==> config.mk <==
export PLATFORM = sky130hd
export DESIGN_NAME = inst_fetcher
export DESIGN_NICKNAME = d
export VERILOG_FILES = /design/src/rtl/inst_fetcher.sv
export SDC_FILE = /design/constraint.sdc
export NUM_CORES = 1
export LEC_CHECK = 0
export CORE_MARGIN = 2
export CORE_UTILIZATION = 40
export CTS_BUF_LIST = sky130_fd_sc_hd__clkbuf_16
export DETAILED_ROUTE_END_ITERATION = 16
export PLACE_DENSITY = 0.77
export SLEW_MARGIN = 20
export SYNTH_ARGS = -nofsm -noshare
export SYNTH_HDL_FRONTEND = slang
export SYNTH_SLANG_ARGS = --single-unit
==> constraint.sdc <==
create_clock -name clk_in -period 2.1 [get_ports clk_in]
set_input_delay 0.21 -clock clk_in [delete_from_list [all_inputs] [get_ports clk_in]]
set_output_delay 0.21 -clock clk_in [all_outputs]
set_load 0.05 [all_outputs]
==> src/rtl/inst_fetcher.sv <==
// Instruction fetch stage: owns the PC, looks up the I-cache combinationally,
// refills it from the memory controller on a miss, and feeds the decoder.
module inst_fetcher #(
    parameter logic [31:0] RESET_PC = 32'h0
) (
    input  logic        clk_in,
    input  logic        rst_in,
    input  logic        rdy_in,
    input  logic        flush_in,
    input  logic [31:0] flush_pc,
    output logic [31:0] cache_addr,
    input  logic        cache_hit,
    input  logic [31:0] cache_data,
    output logic        cache_upd,
    output logic [31:0] cache_upd_addr,
    output logic [31:0] cache_upd_data,
    output logic        mem_req,
    output logic [31:0] mem_addr,
    input  logic        mem_done,
    input  logic [31:0] mem_data,
    output logic        inst_valid,
    output logic [31:0] inst_out,
    output logic [31:0] inst_pc,
    input  logic        inst_ready
);

    typedef enum logic [1:0] {
        FETCH  = 2'd0,
        MISS   = 2'd1,
        REFILL = 2'd2
    } state_t;

    state_t      state;
    logic [31:0] pc;
    logic        slot_free;
    logic        slot_drain;
    logic [31:0] pc_step;

    assign cache_addr = pc;
    assign slot_free  = !inst_valid || inst_ready;
    assign slot_drain = inst_valid && inst_ready;
    // Full 32-bit encodings have both low bits set; everything else is RVC.
    assign pc_step    = (cache_data[1:0] == 2'b11) ? 32'd4 : 32'd2;

    always_ff @(posedge clk_in or negedge rst_in) begin
        if (!rst_in) begin
            state          <= FETCH;
            pc             <= RESET_PC;
            inst_valid     <= 1'b0;
            inst_out       <= 32'h0;
            inst_pc        <= 32'h0;
            mem_req        <= 1'b0;
            mem_addr       <= 32'h0;
            cache_upd      <= 1'b0;
            cache_upd_addr <= 32'h0;
            cache_upd_data <= 32'h0;
        end else if (rdy_in) begin
            cache_upd <= 1'b0;
            if (slot_drain) begin
                inst_valid <= 1'b0;
            end

            case (state)
                FETCH: begin
                    // A redirect on this edge makes the current lookup stale.
                    if (!flush_in) begin
                        if (cache_hit) begin
                            if (slot_free) begin
                                inst_out   <= cache_data;
                                inst_pc    <= pc;
                                inst_valid <= 1'b1;
                                pc         <= pc + pc_step;
                            end
                        end else begin
                            mem_addr <= pc;
                            mem_req  <= 1'b1;
                            state    <= MISS;
                        end
                    end
                end
                MISS: begin
                    // The request runs to completion even across a redirect.
                    if (mem_done) begin
                        mem_req        <= 1'b0;
                        cache_upd      <= 1'b1;
                        cache_upd_addr <= mem_addr;
                        cache_upd_data <= mem_data;
                        state          <= REFILL;
                    end
                end
                REFILL: begin
                    state <= FETCH;
                end
                default: begin
                    state <= FETCH;
                end
            endcase

            if (flush_in) begin
                pc         <= flush_pc;
                inst_valid <= 1'b0;
            end
        end
    end

endmodule

Word level (Yosys, flattened, before mapping). Index checks and enable logic that the tools add are counted.

Register bits after elaboration: 197. Logic and storage cells: 52.

Add/sub/neg operators: 1. Equality and inequality tests: 5. Multiplexer cells: 20. Bitwise operators: 2. Reductions and logical operators: 14.

Operators with widths (number): 2-to-1 mux 32 bit (4); adder 32 x 3 -> 32 bit (1); AND reduction 4 bit (3); 2-to-1 mux 1 bit (10); AND reduction 5 bit (2); nonzero test 2 bit (4); 2-to-1 mux 2 bit (3); inequality test 2 bit, second input constant (3); case mux 2 bit (2 select lines) (1); 2-to-1 mux 3 bit (1); AND reduction 3 bit (1); == test 2 x 1 -> 1 bit, second input constant (1); == test 2 bit, second input constant (1); logical NOT 2 bit (1); inverter 1 bit (2); case mux 1 bit (2 select lines) (1); logical AND 1 bit (1); logical NOT 1 bit (1); logical OR 1 bit (1).

Logic depth before layout (Yosys ltp).
Depth in word-level cells: 7. Gate-level depth with buffers: 9. Mapped depth without buffers: 8.

Least setup slack after synthesis. OpenSTA, ideal clock, no wires.

Path type: register to register. From: reg pc[1] (netlist: cache_addr[1]). To: reg pc[21] (netlist: cache_addr[21]). Library setup time: 0.137 ns. Arrival time: 2.245 ns. Path slack: -0.282 ns. Stages on the path, launching flop included: 9. Cells stage by stage: dfrtp_1 -> ha_1 -> fa_1 -> and2_1 -> and4_1 -> buf_4 -> a31o_2 -> a21oi_1 -> a21oi_1.

Longest elaborated chain between the ends: 5.

RTL lines: start: declaration (line 34) `logic [31:0] pc;`; start signal: assignment (line 72) `pc <= pc + pc_step;`; start signal: assignment (line 100) `pc <= flush_pc;`; adder 32 x 3 -> 32 bit (line 72); 2-to-1 mux 32 bit (line 68) `if (slot_free) begin`; 2-to-1 mux 32 bit (line 67) `if (cache_hit) begin`; 2-to-1 mux 32 bit (line 63) `case (state)`; 2-to-1 mux 32 bit (line 99) `if (flush_in) begin`.

No other way between the ends. The select of a mux whose other input is x is not followed. A chain may end at the register's enable or synchronous reset.

Final worst setup path.
From: reg pc[19] (netlist: cache_addr[19]). To: out cache_addr[19].

RTL lines: end: declaration (line 11) `output logic [31:0] cache_addr,`.

No word-level cell between the ends.

==> key figures <==
Global routing
  • Largest net degree at the start of global routing: 66
  • GRT Resource Usage Total: 21.07%
  • Remaining Overflow, GRT: 0
  • Initial antenna violation count: 0
  • Vias in the first global route: 6502
  • First-pass GRT wire length: 35.90 mm

Yosys
  • Cell taking the most area after synthesis: dfrtp_1
  • Post-synth EDFFs: 0
  • YS warnings: 0
  • Most numerous cell in the Yosys netlist: dfrtp_1
  • Ranking of synthesized cells by area: dfrtp_1 (60%), mux2_2 (22%), o21ai_0 (2.1%)
  • Mux cell area share after synthesis: 22.08%
  • Count of cell types in the netlist: 53
  • Main combinational cell family by area after synthesis: multiplexers
  • FFs w/ async S/R, synth: 100.0%
  • Synth Flop Type: dfrtp_1
  • Mean post-synth cell area: 13.31 um2
  • Mapped Nets: 725
  • Synth Area in Adders: 0.5466%
  • Simple-Gate Fraction of Synth Area: 7.152%
  • Number of synthesized register bits: 197
  • Commonest cells in the netlist: dfrtp_1 (197), mux2_2 (158), o21ai_0 (35)
  • Synthesized area: 0.008240 mm2
  • Seq/Total Area, Yosys: 59.82%
  • Yosys top cell area share: 59.82%
  • Cells after synthesis: 619
  • Synth Area in Compound Gates: 7.759%
  • Synth Area in XOR/XNOR: 0%

Power
  • PD cells: 1683 mW/mm2
  • Pleak: 5.251 nW
  • Maximum VDD drop: 0.001094 V

Routing
  • Vias: 6307
  • WL per Instance: 18.45 um
  • Post-route DRC: 0
  • Antenna Nets Post-Route: 0
  • Initial DRC count: 245
  • DRT Wirelength: 22.75 mm
  • Drt via density: 5.115
  • Initial DRT Pass Iterations: 4

Floorplan
  • Initial Utilization: 40.72%
  • Die Area: 0.02177 mm2
  • Core area: 0.02023 mm2
  • FP Rows: 52
  • Ports: 298
  • Die Ht: 147.5 um
  • Die Wd: 147.5 um

Finish
  • P&R area growth vs syn: 51.93%
  • FILL cells: 1623
  • ANT cells: 0
  • Share of layout cells above drive strength 1: 27.52%
  • Final nets: 1056

Critical path
  • Worst setup SP type: flop
  • Arr. time, crit path: 1.83 ns
  • Crit path max-delay cell type: clkdlybuf4s50_1
  • CP Depth: 1
  • CP Capture Type: output pin
  • Crit path max fanout: 7
  • Reg2Reg Depth: 7
  • Critical path required time: 1.89 ns
  • Buf/Inv on CP: 1
  • Critical Path, Cell by Cell: clkdlybuf4s50_1
  • Kind of critical path: flop to output pin
  • CP peak stage delay: 0.88 ns
  • Family with the most delay on the worst path: buffers and inverters

Clock network
  • TritonCTS clock tree: yes
  • CTS buffer count: 17
  • Worst skew pair latency: 0.43 ns
  • Root Buffer: clkbuf_16
  • Clock Sinks: 197
  • Maximum clock path buffer count: 2
  • Worst-path clk slew: 0.07 ns
  • H-tree Lvls: 4

STA
  • Min setup slack post-route: 0.05742 ns
  • Worst Tran Pin Value: 0.6393 ns
  • Relative slew margins: 57.25%
  • Endpoints failing setup: 0
  • Post-route clock period utilization: 97.27%
  • Highest Clock Rate: 489.6 MHz
  • Final hold violation count: 0
  • Clock skew after layout: 0.007589 ns
  • Hold Slack: 0.3298 ns
  • RSZ-0062 raised after global routing: false
  • Min cycle time layout: 2.043 ns
  • Fin. max-slew vios: 0

Job
  • Maximum capacitance violations: 0

Place
  • HPWL after detailed placement: 16.71 mm
  • Final Wtd Congestion: 0.8114
  • Port buffer count: 297
  • Setup slack at placement: -0.4442 ns

Worst hold path
  • Hold WC Path Type: primary input to flop
  • Hold Path Depth: 3

Status
  • Status: complete, no violations
routing by layer:
metal,GRT usage [%],wire [um],vias to the layer above
met3,5.833,1590,29
met4,6.298,471,0
met1,27.14,9675,3132
met2,34.88,11010,235
li1,-,-,2911
met5,0,0,-
cells in the final DEF, fill, tap and decap left out, types with 3 or more instances in the layout:
cell type,n
a31oi_1,3
inv_1,9
nor2_1,19
a22oi_1,4
inv_8,4
a21o_1,3
clkdlybuf4s50_1,293
nand3_1,9
o32ai_1,3
dfrtp_1,192
o21ai_0,35
mux2i_1,4
a311oi_1,3
clkinvlp_4,5
o22ai_1,7
nand2_1,28
dfrtp_2,5
and4_1,6
buf_12,11
mux2_2,158
nor3_1,10
inv_6,4
nand4_1,5
and2_1,4
a21oi_1,25
clkbuf_16,17
buf_4,42
per-stage QoR:
| step | power [mW] | util (%) | cell area, um2 | setup TNS [ns] | std cells |
|---|---|---|---|---|---|
| floorplan | 13.71 | - | 8268 | -0.04972 | 619 |
| global placement | 17.92 | 59.03 | 11950 | -6.510 | 1200 |
| detailed placement | 18.10 | 59.03 | 11950 | -8.093 | 1200 |
| CTS | 21.27 | 61.84 | 12510 | 0 | 1233 |
| global route | 21.97 | 61.87 | 12520 | 0 | 1233 |
| finish | 21.08 | 61.87 | 12520 | 0 | 1233 |
cell type report:
cell class | count | area [um2] | share of cell area [%]
sequential | 197 | 4936 | 39.43
timing repair buffer | 351 | 3515 | 28.07
multi-input combinational | 374 | 3137 | 25.05
clock buffer | 17 | 425.4 | 3.398
tap | 270 | 337.8 | 2.698
clock inverter | 15 | 135.1 | 1.079
inverter | 9 | 33.78 | 0.2698
cells by family (layout without fill, tap and decap cells):
logic type / after synthesis / after routing
multiplexers: 162 / 162
buffers and inverters: 48 / 392
adder cells (fa/ha/maj): 3 / 3
AND/OR/NAND/NOR: 107 / 107
AO/OA/AOI/OAI: 102 / 102
flip-flops: 197 / 197
power by group:
part | switching (mW) | leakage, nW | total, mW | internal (mW)
clock | 1.56 | 0.261 | 3.12 | 1.57
sequential | 0.951 | 2.35 | 6.32 | 5.37
combinational | 7.44 | 2.64 | 11.6 | 4.18
flip-flops by register name (all words and copies together), names as in the netlist:
register	flops
cache_addr	32
cache_upd_addr	32
cache_upd_data	32
inst_out	32
inst_pc	32
mem_addr	32
state	2
cache_upd	1
inst_valid	1
mem_req	1
worst paths after layout:
kind | slack (ns) | start | to
max | 0.06 | cache_addr[19]$_DFFE_PN0P_ | cache_addr[19]
min | 0.33 | flush_in | cache_addr[1]$_DFFE_PN0P_
max reg2reg | 0.13 | cache_addr[1]$_DFFE_PN0P_ | cache_addr[19]$_DFFE_PN0P_
min reg2reg | 0.50 | cache_upd_data[6]$_DFFE_PN0P_ | cache_upd_data[6]$_DFFE_PN0P_
max in group asynchronous | 1.10 | rst_in | cache_addr[18]$_DFFE_PN0P_
min in group asynchronous | 0.36 | rst_in | cache_upd_data[12]$_DFFE_PN0P_
what timing repair did:
| action | CTS | global route |
|---|---|---|
| gates resized for setup | 2 | 3 |
| hold buffers | 1 | 0 |
| setup endpoints to repair | 2 | 6 |
| endpoints found under the hold margin | 60 | 0 |
| pin swaps | 0 | 0 |
| setup buffers | 0 | 0 |
(Power assumes the default switching activity.)
